<file path="config.mk">
export PLATFORM = sky130hd
export DESIGN_NAME = pong_game_controller_flat
export DESIGN_NICKNAME = d
export VERILOG_FILES = /design/src/rtl/pong_game_controller_if.sv /design/src/rtl/pong_game_controller.sv /design/src/flat_wrapper.sv
export SDC_FILE = /design/constraint.sdc
export NUM_CORES = 1
export LEC_CHECK = 0
export CAP_MARGIN = 0
export CORE_UTILIZATION = 45
export DETAILED_ROUTE_END_ITERATION = 10
export GPL_ROUTABILITY_DRIVEN = 1
export PLACE_DENSITY = 0.72
export SETUP_SLACK_MARGIN = 0.1
export SLEW_MARGIN = 0
export SYNTH_ARGS = -nofsm -noshare
export SYNTH_HDL_FRONTEND = slang
export SYNTH_SLANG_ARGS = --single-unit
</file>
<file path="constraint.sdc">
create_clock -name CLOCK_25 -period 2.3 [get_ports CLOCK_25]
set_input_delay 0.46 -clock CLOCK_25 [delete_from_list [all_inputs] [get_ports CLOCK_25]]
set_output_delay 0.46 -clock CLOCK_25 [all_outputs]
set_load 0.02 [all_outputs]
</file>
<file path="src/rtl/pong_game_controller_if.sv">
// Signal bundle between the Pong game-flow sequencer and its surroundings:
// keypad decoder inputs, miss pulses from the ball logic, and the match
// status / motion-gating outputs consumed by the image generator.
// The clock and reset are plain ports on the controller, not part of this bundle.
interface pong_game_controller_if;
    logic       frame_tick;
    logic [3:0] keys_1;
    logic       keypressed_1;
    logic [3:0] keys_2;
    logic       keypressed_2;
    logic       miss_left;
    logic       miss_right;
    logic       run;
    logic       paddle_en;
    logic       ball_reset;
    logic       serve_left;
    logic [2:0] score_1;
    logic [2:0] score_2;
    logic [1:0] winner;
    logic [2:0] state;

    // Environment side: drives keys, frame ticks and misses.
    modport master (
        output frame_tick, keys_1, keypressed_1, keys_2, keypressed_2,
               miss_left, miss_right,
        input  run, paddle_en, ball_reset, serve_left,
               score_1, score_2, winner, state
    );

    // Controller side.
    modport slave (
        input  frame_tick, keys_1, keypressed_1, keys_2, keypressed_2,
               miss_left, miss_right,
        output run, paddle_en, ball_reset, serve_left,
               score_1, score_2, winner, state
    );
endinterface

</file>
<file path="src/rtl/pong_game_controller.sv">
// Pong game-flow sequencer: owns the match state, both scores, the serve
// direction and the frame countdowns for serve and post-point hold.
// Build option PONG_AUTO_SERVE_EN: when defined, the ball is released as soon
// as the serve countdown expires; when undefined, the serving player must
// press a key after the countdown has expired.
module pong_game_controller #(
    parameter int         WIN_SCORE          = 7,
    parameter int         SERVE_DELAY_FRAMES = 60,
    parameter int         POINT_HOLD_FRAMES  = 30,
    parameter logic [3:0] PAUSE_KEY          = 4'd5
) (
    input  logic                 CLOCK_25,
    input  logic                 reset_n,
    pong_game_controller_if.slave bus
);
    typedef enum logic [2:0] {
        ST_IDLE  = 3'd0,
        ST_SERVE = 3'd1,
        ST_PLAY  = 3'd2,
        ST_POINT = 3'd3,
        ST_PAUSE = 3'd4,
        ST_OVER  = 3'd5
    } state_e;

    localparam logic [7:0] SERVE_LD = 8'(SERVE_DELAY_FRAMES);
    localparam logic [7:0] HOLD_LD  = 8'(POINT_HOLD_FRAMES);
    localparam logic [2:0] WIN_LD   = 3'(WIN_SCORE);

    state_e     state_q, state_d, ret_q, ret_d;
    logic [7:0] cnt_q, cnt_d;
    logic [2:0] score_1_q, score_1_d, score_2_q, score_2_d;
    logic [1:0] winner_q, winner_d;
    logic       serve_left_q, serve_left_d;
    logic       run_q, run_d, paddle_en_q, paddle_en_d, ball_reset_q, ball_reset_d;
    logic       kp_1_prev_q, kp_2_prev_q;

    // Key edge detection: one event per rising edge of each player's valid.
    logic ev_1_s, ev_2_s, any_ev_s, pause_ev_s, serve_ev_s, expire_s, serve_go_s;
    logic [2:0] score_1_inc_s, score_2_inc_s;
    assign ev_1_s     = bus.keypressed_1 & ~kp_1_prev_q;
    assign ev_2_s     = bus.keypressed_2 & ~kp_2_prev_q;
    assign any_ev_s   = ev_1_s | ev_2_s;
    assign pause_ev_s = (ev_1_s && (bus.keys_1 == PAUSE_KEY)) ||
                        (ev_2_s && (bus.keys_2 == PAUSE_KEY));
    assign serve_ev_s = serve_left_q ? ev_2_s : ev_1_s;
    assign expire_s   = bus.frame_tick && (cnt_q == 8'd0);
    // Saturating increments: a score can never pass the winning value.
    assign score_1_inc_s = (score_1_q < WIN_LD) ? (score_1_q + 3'd1) : score_1_q;
    assign score_2_inc_s = (score_2_q < WIN_LD) ? (score_2_q + 3'd1) : score_2_q;

`ifdef PONG_AUTO_SERVE_EN
    assign serve_go_s = expire_s;
`else
    // Set once the serve countdown has run out; the serving player's key then releases the ball.
    logic armed_q, armed_d;
    assign serve_go_s = armed_q && serve_ev_s;

    // Serve-armed flag register.
    always_ff @(posedge CLOCK_25 or negedge reset_n) begin
        if (!reset_n) begin
            armed_q <= 1'b0;
        end else begin
            armed_q <= armed_d;
        end
    end
`endif

    // Next-state, score, counter and registered-output logic.
    always_comb begin
        state_d      = state_q;
        ret_d        = ret_q;
        cnt_d        = cnt_q;
        score_1_d    = score_1_q;
        score_2_d    = score_2_q;
        winner_d     = winner_q;
        serve_left_d = serve_left_q;
        ball_reset_d = 1'b0;
`ifndef PONG_AUTO_SERVE_EN
        armed_d      = armed_q;
`endif
        case (state_q)
            ST_IDLE: begin
                if (any_ev_s) begin
                    state_d      = ST_SERVE;
                    cnt_d        = SERVE_LD;
                    ball_reset_d = 1'b1;
`ifndef PONG_AUTO_SERVE_EN
                    armed_d      = 1'b0;
`endif
                end else begin
                    state_d = ST_IDLE;
                end
            end
            ST_SERVE: begin
                if (pause_ev_s) begin
                    state_d = ST_PAUSE;
                    ret_d   = ST_SERVE;
                end else if (serve_go_s) begin
                    state_d = ST_PLAY;
                end else if (bus.frame_tick && (cnt_q != 8'd0)) begin
                    cnt_d = cnt_q - 8'd1;
                end else begin
`ifndef PONG_AUTO_SERVE_EN
                    if (expire_s) begin
                        armed_d = 1'b1;
                    end else begin
                        armed_d = armed_q;
                    end
`endif
                    state_d = ST_SERVE;
                end
            end
            ST_PLAY: begin
                // A left miss takes priority; a simultaneous right miss is dropped.
                if (bus.miss_left) begin
                    score_2_d    = score_2_inc_s;
                    serve_left_d = 1'b1;
                    if (score_2_inc_s == WIN_LD) begin
                        state_d  = ST_OVER;
                        winner_d = 2'b10;
                    end else begin
                        state_d = ST_POINT;
                        cnt_d   = HOLD_LD;
                    end
                end else if (bus.miss_right) begin
                    score_1_d    = score_1_inc_s;
                    serve_left_d = 1'b0;
                    if (score_1_inc_s == WIN_LD) begin
                        state_d  = ST_OVER;
                        winner_d = 2'b01;
                    end else begin
                        state_d = ST_POINT;
                        cnt_d   = HOLD_LD;
                    end
                end else if (pause_ev_s) begin
                    state_d = ST_PAUSE;
                    ret_d   = ST_PLAY;
                end else begin
                    state_d = ST_PLAY;
                end
            end
            ST_POINT: begin
                if (expire_s) begin
                    state_d      = ST_SERVE;
                    cnt_d        = SERVE_LD;
                    ball_reset_d = 1'b1;
`ifndef PONG_AUTO_SERVE_EN
                    armed_d      = 1'b0;
`endif
                end else if (bus.frame_tick) begin
                    cnt_d = cnt_q - 8'd1;
                end else begin
                    state_d = ST_POINT;
                end
            end
            ST_PAUSE: begin
                if (pause_ev_s) begin
                    state_d = ret_q;
                end else begin
                    state_d = ST_PAUSE;
                end
            end
            ST_OVER: begin
                if (any_ev_s) begin
                    state_d      = ST_IDLE;
                    score_1_d    = 3'd0;
                    score_2_d    = 3'd0;
                    winner_d     = 2'b00;
                    ball_reset_d = 1'b1;
                end else begin
                    state_d = ST_OVER;
                end
            end
            default: begin
                state_d = ST_IDLE;
            end
        endcase
        run_d       = (state_d == ST_PLAY);
        paddle_en_d = (state_d == ST_SERVE) || (state_d == ST_PLAY);
    end

    // State, score, counter, key-history and output registers.
    always_ff @(posedge CLOCK_25 or negedge reset_n) begin
        if (!reset_n) begin
            state_q      <= ST_IDLE;
            ret_q        <= ST_SERVE;
            cnt_q        <= 8'd0;
            score_1_q    <= 3'd0;
            score_2_q    <= 3'd0;
            winner_q     <= 2'b00;
            serve_left_q <= 1'b0;
            run_q        <= 1'b0;
            paddle_en_q  <= 1'b0;
            ball_reset_q <= 1'b0;
            kp_1_prev_q  <= 1'b1;
            kp_2_prev_q  <= 1'b1;
        end else begin
            state_q      <= state_d;
            ret_q        <= ret_d;
            cnt_q        <= cnt_d;
            score_1_q    <= score_1_d;
            score_2_q    <= score_2_d;
            winner_q     <= winner_d;
            serve_left_q <= serve_left_d;
            run_q        <= run_d;
            paddle_en_q  <= paddle_en_d;
            ball_reset_q <= ball_reset_d;
            kp_1_prev_q  <= bus.keypressed_1;
            kp_2_prev_q  <= bus.keypressed_2;
        end
    end

    assign bus.state      = state_q;
    assign bus.run        = run_q;
    assign bus.paddle_en  = paddle_en_q;
    assign bus.ball_reset = ball_reset_q;
    assign bus.serve_left = serve_left_q;
    assign bus.score_1    = score_1_q;
    assign bus.score_2    = score_2_q;
    assign bus.winner     = winner_q;
endmodule
</file>
<file path="src/flat_wrapper.sv">
// flat-port wrapper written by rule: the top's interface ports become plain ports
module pong_game_controller_flat 
#(
    parameter int         WIN_SCORE          = 7,
    parameter int         SERVE_DELAY_FRAMES = 60,
    parameter int         POINT_HOLD_FRAMES  = 30,
    parameter logic [3:0] PAUSE_KEY          = 4'd5
)
  (CLOCK_25, reset_n, bus_frame_tick, bus_keys_1, bus_keypressed_1, bus_keys_2, bus_keypressed_2, bus_miss_left, bus_miss_right, bus_run, bus_paddle_en, bus_ball_reset, bus_serve_left, bus_score_1, bus_score_2, bus_winner, bus_state);
  pong_game_controller_if bus_i ();
  input  logic CLOCK_25;
  input  logic reset_n;
  input wire logic [$bits(bus_i.frame_tick)-1:0] bus_frame_tick;
  input wire logic [$bits(bus_i.keys_1)-1:0] bus_keys_1;
  input wire logic [$bits(bus_i.keypressed_1)-1:0] bus_keypressed_1;
  input wire logic [$bits(bus_i.keys_2)-1:0] bus_keys_2;
  input wire logic [$bits(bus_i.keypressed_2)-1:0] bus_keypressed_2;
  input wire logic [$bits(bus_i.miss_left)-1:0] bus_miss_left;
  input wire logic [$bits(bus_i.miss_right)-1:0] bus_miss_right;
  output wire logic [$bits(bus_i.run)-1:0] bus_run;
  output wire logic [$bits(bus_i.paddle_en)-1:0] bus_paddle_en;
  output wire logic [$bits(bus_i.ball_reset)-1:0] bus_ball_reset;
  output wire logic [$bits(bus_i.serve_left)-1:0] bus_serve_left;
  output wire logic [$bits(bus_i.score_1)-1:0] bus_score_1;
  output wire logic [$bits(bus_i.score_2)-1:0] bus_score_2;
  output wire logic [$bits(bus_i.winner)-1:0] bus_winner;
  output wire logic [$bits(bus_i.state)-1:0] bus_state;
  assign bus_i.frame_tick = bus_frame_tick;
  assign bus_i.keys_1 = bus_keys_1;
  assign bus_i.keypressed_1 = bus_keypressed_1;
  assign bus_i.keys_2 = bus_keys_2;
  assign bus_i.keypressed_2 = bus_keypressed_2;
  assign bus_i.miss_left = bus_miss_left;
  assign bus_i.miss_right = bus_miss_right;
  assign bus_run = bus_i.run;
  assign bus_paddle_en = bus_i.paddle_en;
  assign bus_ball_reset = bus_i.ball_reset;
  assign bus_serve_left = bus_i.serve_left;
  assign bus_score_1 = bus_i.score_1;
  assign bus_score_2 = bus_i.score_2;
  assign bus_winner = bus_i.winner;
  assign bus_state = bus_i.state;
  pong_game_controller #(.WIN_SCORE(WIN_SCORE), .SERVE_DELAY_FRAMES(SERVE_DELAY_FRAMES), .POINT_HOLD_FRAMES(POINT_HOLD_FRAMES), .PAUSE_KEY(PAUSE_KEY)) u_core (.CLOCK_25(CLOCK_25), .reset_n(reset_n), .bus(bus_i));
endmodule
</file>
Word level (Yosys, flattened, before mapping):

Index checks and enable logic that the tools add are counted.
W data, S select, Z words.

* bits in registers: 29

* add/subtract/negate cells: 3
* magnitude comparators: 2
* eq/ne operators: 31
* muxes and demuxes: 57
* bitwise gates (word level): 5
* reduce and logical (&&, ||, !) cells: 23

Operator list (count)
* $mux W8: 10
* $mux W3: 22
* $pmux W8 S4: 1
* $pmux W3 S2: 3
* $pmux W3 S6: 1
* $ne A2 B1 Y1 const B: 7
* $ne A2 B2 Y1 const B: 7
* $eq A3 B3 Y1 const B: 4
* $mux W1: 12
* $mux W2: 5
* $reduce_and A5 Y1: 2
* $eq A3 B2 Y1 const B: 3
* $ne A3 B2 Y1 const B: 3
* $ne A3 B3 Y1 const B: 3
* $reduce_and A9 Y1: 1
* $eq A4 B3 Y1 const B: 2
* $logic_not A8 Y1: 1
* $reduce_bool A8 Y1: 1
* $sub A8 B1 Y8 const B: 1
* $reduce_and A7 Y1: 1
* $add A3 B1 Y3 const B: 2
* $eq A3 B1 Y1 const B: 2
* $lt A3 B3 Y1 const B: 2
* $reduce_bool A2 Y1: 3
* 15 further kinds: 22

Logic depth before layout (Yosys ltp):

* depth in word-level cells: 10
* mapped depth: 8

Worst setup path after synthesis:

OpenSTA, ideal clock, no wires.

* path type: reg2reg
* from: register u_core.score_1_q[0], in the netlist u_core.bus.score_1[0]
* to: register u_core.cnt_q[2]
* setup time: 0.126 ns
* arrival time: 2.180 ns
* data required time: 2.174 ns
* slack: -0.006 ns
* cell stages (with the launch flop): 8
* period minus slack after synthesis: 2.306 ns
* path through: dfrtp_1 ha_1 xnor2_1 o311a_2 nor3b_1 o21ba_2 or3_4 o32a_1

* word-level cells in the longest chain between the ends: 5
* elaborated cells on any way between the ends: 6
* those cells by class: add/sub: 1; order compare: 1; eq/ne: 2; mux: 1; reduce/logical: 1

Ends and longest elaborated chain
* start, declared: RTL line pong_game_controller.sv:31 `logic [2:0] score_1_q, score_1_d, score_2_q, score_2_d;`
* start signal, assigned: RTL line pong_game_controller.sv:201 `score_1_q <= score_1_d;`
* $add A3 B1 Y3 / $lt A3 B3 Y1 (equally long branches): RTL line pong_game_controller.sv:48 `assign score_1_inc_s = (score_1_q < WIN_LD) ? (score_1_q + 3'd1) : score_1_q;`
* $mux W3 *: RTL line pong_game_controller.sv:48
* $eq A3 B3 Y1 *: RTL line pong_game_controller.sv:128 `if (score_1_inc_s == WIN_LD) begin`
* $ne A3 B3 Y1 (no line) *
* $reduce_and A9 Y1 (no line) *
* end signal, assigned: RTL line pong_game_controller.sv:200 `cnt_q <= cnt_d;`
* end, declared: RTL line pong_game_controller.sv:30 `logic [7:0] cnt_q, cnt_d;`

Mark *: on every way between the ends. The rest lies on a longest branch, timed or not.
A chain may end at the register's enable or synchronous reset.

Final worst setup path:

* from: input bus_keys_1[1]
* to: register u_core.paddle_en_q, in the netlist u_core.bus.paddle_en

* word-level cells in the longest chain between the ends: 9
* elaborated cells on any way between the ends: 12
* those cells by class: eq/ne: 3; mux: 6; reduce/logical: 3

Ends and longest elaborated chain
* start, declared: RTL line flat_wrapper.sv:14 `input wire logic [$bits(bus_i.keys_1)-1:0] bus_keys_1;`
* $eq A4 B3 Y1 *: RTL line pong_game_controller.sv:43 `assign pause_ev_s = (ev_1_s && (bus.keys_1 == PAUSE_KEY)) ||`
* $logic_and A1 B1 Y1 *: RTL line pong_game_controller.sv:43
* $logic_or A1 B1 Y1 *: RTL line pong_game_controller.sv:43
* $mux W3: RTL line pong_game_controller.sv:135 `end else if (pause_ev_s) begin`
* $mux W3: RTL line pong_game_controller.sv:125 `end else if (bus.miss_right) begin`
* $mux W3: RTL line pong_game_controller.sv:115 `if (bus.miss_left) begin`
* $pmux W3 S6 *: RTL line pong_game_controller.sv:81 `case (state_q)`
* $eq A3 B1 Y1 / $eq A3 B2 Y1 (equally long branches): RTL line pong_game_controller.sv:179 `paddle_en_d = (state_d == ST_SERVE) || (state_d == ST_PLAY);`
* $logic_or A1 B1 Y1 *: RTL line pong_game_controller.sv:179
* named net u_core.paddle_en_d: RTL line pong_game_controller.sv:34 `logic run_q, run_d, paddle_en_q, paddle_en_d, ball_reset_q, ball_reset_d;`
* end signal, assigned: RTL line pong_game_controller.sv:206 `paddle_en_q <= paddle_en_d;`
* end, declared: RTL line pong_game_controller.sv:34

Mark *: on every way through the listed nets, which the timed path passes. The rest lies on a longest branch.

==> impl_metrics.csv <==
group,metric,value,unit
sta,relSlewSlack,55.7,%
pwr,peakVddDrop,0.597,mV
worst_setup_path,crit_required,2.48,ns
finish,layout-drive-gt1-share,30.2,%
worst_setup_path,crit_path_start,"bus_keys_1[1]",
synth,yosys.area.top_type,"dfrtp_1",
worst_setup_path,cp-start-kind,"input port",
clocking,cts_hold_buffers,0,
pwr,power.density,1070,nW/um2
synth,syn_avg_cell_area,9.28,um2
sta,clock.fmax,454,MHz
detailed_routing,post_drt_wl_per_cell,16.0,um
clocking,cts.sink_count,28,
global_route,grt_overflow_total,0,
synth,yosys_warnings,0,
sta,layout_min_cycle_time,2.20,ns
floorplan,core_area,3770,um2
floorplan,die_area,4300,um2
floorplan,io_pins,30,
synth,synthesis.area,1820,um2
synth,yosys.area.top_type_share,34.4,%
detailed_routing,wl,4.90,mm
placed_design,place_inst,293,
outcome,status,"finished, final reports clean",
clocking,numCtsBuffers,3,
sta,rsz0062_at_grt,"yes",
worst_setup_path,crit_arrival,2.38,ns
detailed_routing,first_pass_iters,4,
finish,diodes,0,
sta,fin_skew,0.00238,ns
worst_setup_path,worst-path-max-fanout,3,
clocking,cts_tree,"done",
global_route,grt_max_degree,29,
worst_setup_path,reg2reg_slack,0.15,ns
synth,async_flop_share,100,%
global_route,grt_pass1_vias,1698,
worst_setup_path,r2r_end,"u_core.cnt_q[4]$_DFFE_PN0P_",
pwr,switching_share,41.6,%
flow_run,drv_cap,0,
clocking,cts_root_buffer,"clkbuf_8",
pwr,power.total,2.73,mW
detailed_routing,viasPerCell,5.83,
synth,synth-edff-count,0,
worst_setup_path,cp-endpoint,"u_core.bus.paddle_en$_DFF_PN0_",
sta,drv_slew,0,
pwr,p_leak,1.11,nW
sta,worst_pin_slew,0.663,ns
global_route,antenna_found_initial,0,
global_route,grt_pass1_wl,8.11,mm
finish,nNetsFinal,277,
sta,setup_viol,0,
clocking,clk_latency,0.28,ns
synth,ys_seq_elements,28,
worst_setup_path,reg2regPathDepth,7,
synth,synthFlopType,"dfrtp_1",
floorplan,fp-row-count,22,
synth,ys_top_cells_by_area,"dfrtp_1 34%, nand2_1 4.5%, dfstp_2 4.3%",
placed_design,dp_hpwl,3.45,mm
floorplan,initial_utilization,48.2,%
sta,hold_viol_final,0,
worst_setup_path,path_class,"in2reg",
placed_design,port-buffer-count,29,
synth,synth.yosys.seq_area_share,38.7,%
floorplan,fp.dieW,65.6,um
finish,area_growth,40.4,%
worst_setup_path,path_cells,"clkdlybuf4s50_1 > nor4bb_4 > a22oi_4 > buf_6 > nor3b_1 > nor4_1 > buf_4 > xor2_1 > nor2_1",
clocking,cts_max_level,1,
worst_setup_path,crit_path_max_incr_delay,0.44,ns
sta,hold_slack,0.440,ns
pwr,p_comb_share,57.9,%
synth,synth_fp_nets,214,
worst_setup_path,crit_slowest_cell,"clkdlybuf4s50_1",
worst_setup_path,r2r-start,"u_core.bus.score_1[1]$_DFFE_PN0P_",
finish,final_cells,306,
clocking,ctsLongestPathBuffers,2,
detailed_routing,first_iter_violations,117,
synth,ys_types,61,
global_route,grtUsageTotal,24.7,%
clocking,clkSlewWorstSetupHoldPaths,0.09,ns
placed_design,gp_congestion,0.953,
floorplan,die_h,65.6,um
detailed_routing,ant_nets,0,
detailed_routing,num_vias,1784,
sta,fin_crit_sh,95.7,%
detailed_routing,drc,0,
synth,netlist_instances,196,
worst_hold_path,hold_path_class,"in2reg",
pwr,intPower,1.60,mW
worst_setup_path,critPathCaptureType,"register",
pwr,p_seq_share,30.8,%
pwr,p_sw,1.13,mW
pwr,clockPowerShare,11.4,%
cells in the mapped netlist (3+ instances only):
master	number
o21ai_0	10
clkbuf_1	6
nand2b_1	4
ha_1	3
o32a_1	3
nor4_1	6
nor3_1	5
dfrtp_1	25
nor2_1	14
and2_1	4
nor2b_1	5
nand3_1	6
inv_1	6
nor3b_1	4
xnor2_1	3
a21oi_1	12
nand2_1	22
mux2_2	4
dfstp_2	3
layout by cell type, fill, tap and decap left out, drive strengths merged, types with 2 or more instances in the layout:
master and n:
dfrtp 25, nor2b 7, a21boi 2, nand2 22, buf 37, a22oi 2
or3b 2, o41ai 3, xnor2 3, mux2 4, xor2 2, a211o 2
a21oi 12, o22ai 2, nor3b 4, ha 3, a32o 2, nand2b 4
o21ai 11, o31ai 2, nor4bb 2, clkdlybuf4s50 22, o32a 3, dfstp 3
clkbuf 4, mux2i 2, and2 4, nor3 5, and3 2, nor2 14
inv 6, nand3 6, dlymetal6s2s 4, nor4 6, dlygate4sd2 3
area by class of cell:
cell class	instances	area, um2
Timing Repair Buffer	66	578
Sequential cell	28	711
Tap cell	48	60.1
Clock buffer	4	55.1
Inverter	6	22.5
Multi-Input combinational cell	154	1130
Fill cell	295	1220
through the flow:
step | TNS [ns] | cell area (um2) | setup WS, ns | utilization [%]
after floorplan | 0 | 1840 | 0.109 | -
after global placement | -2.12 | 2370 | -0.317 | 62.8
after detailed placement | -2.45 | 2370 | -0.266 | 62.8
after CTS | 0 | 2470 | 0.110 | 65.6
after global routing | 0 | 2550 | 0.0483 | 67.7
final | 0 | 2550 | 0.0978 | 67.7
layer usage:
layer / vias up / track usage [%] / wire length, um
li1: 854 / - / -
met1: 853 / 34.9 / 2270
met2: 70 / 38.5 / 2250
met3: 7 / 3.13 / 312
met4: 0 / 8.70 / 70
met5: - / 0 / 0
registers in the layout, indices dropped and copies added, names as in the netlist, 2 cells and up:
name                count
u_core.bus.score_1      3
u_core.bus.score_2      3
u_core.bus.state        3
u_core.bus.winner       2
u_core.cnt_q            8
u_core.ret_q            2
kinds of logic (layout without fill, tap and decap cells):
kind of cell	Yosys count	in the layout	share of synthesized area [%]
compound gates	55	55	23.5
xor+xnor	5	5	2.41
fa+ha+maj	3	3	2.06
buf+inv	14	76	3.03
flops	28	28	38.7
mux	6	6	3.58
simple gates	85	85	26.8
critical path, delay by kind of cell:
family,cells,cell delay [ns]
and+or+nand+nor,4,0.88
buffers and inverters,3,0.76
AOI/OAI and AO/OA,1,0.14
xor gates and xnor gates,1,0.14
power by group through the flow:
| stage | sequential (mW) | clock [mW] | combinational (mW) |
|---|---|---|---|
| after floorplan | 0.926 | 0 | 0.774 |
| after global placement | 0.848 | 0 | 1.38 |
| after detailed placement | 0.859 | 0 | 1.43 |
| after CTS | 0.841 | 0.316 | 1.49 |
| after global routing | 0.865 | 0.337 | 1.72 |
| final | 0.840 | 0.310 | 1.58 |
repair_timing:
| item | in CTS | in global routing |
|---|---|---|
| buffers inserted | 3 | 6 |
| pin swaps | 9 | 7 |
| endpoints found under the setup margin | 10 | 9 |
| gates resized for setup | 9 | 11 |
worst min path at each step:
stage / start / end / cells past startpoint
floorplan: reset_n / u_core.armed_q$_DFFE_PN0P_ / 0
global placement: u_core.ret_q[0]$_DFFE_PN1P_ / u_core.ret_q[0]$_DFFE_PN1P_ / 2
detailed placement: u_core.ret_q[0]$_DFFE_PN1P_ / u_core.ret_q[0]$_DFFE_PN1P_ / 2
CTS: bus_keypressed_1 / u_core.kp_1_prev_q$_DFF_PN1_ / 1
global route: bus_keypressed_1 / u_core.kp_1_prev_q$_DFF_PN1_ / 1
finish: bus_keypressed_1 / u_core.kp_1_prev_q$_DFF_PN1_ / 1
Note: power is estimated with default switching activity, not from simulation.
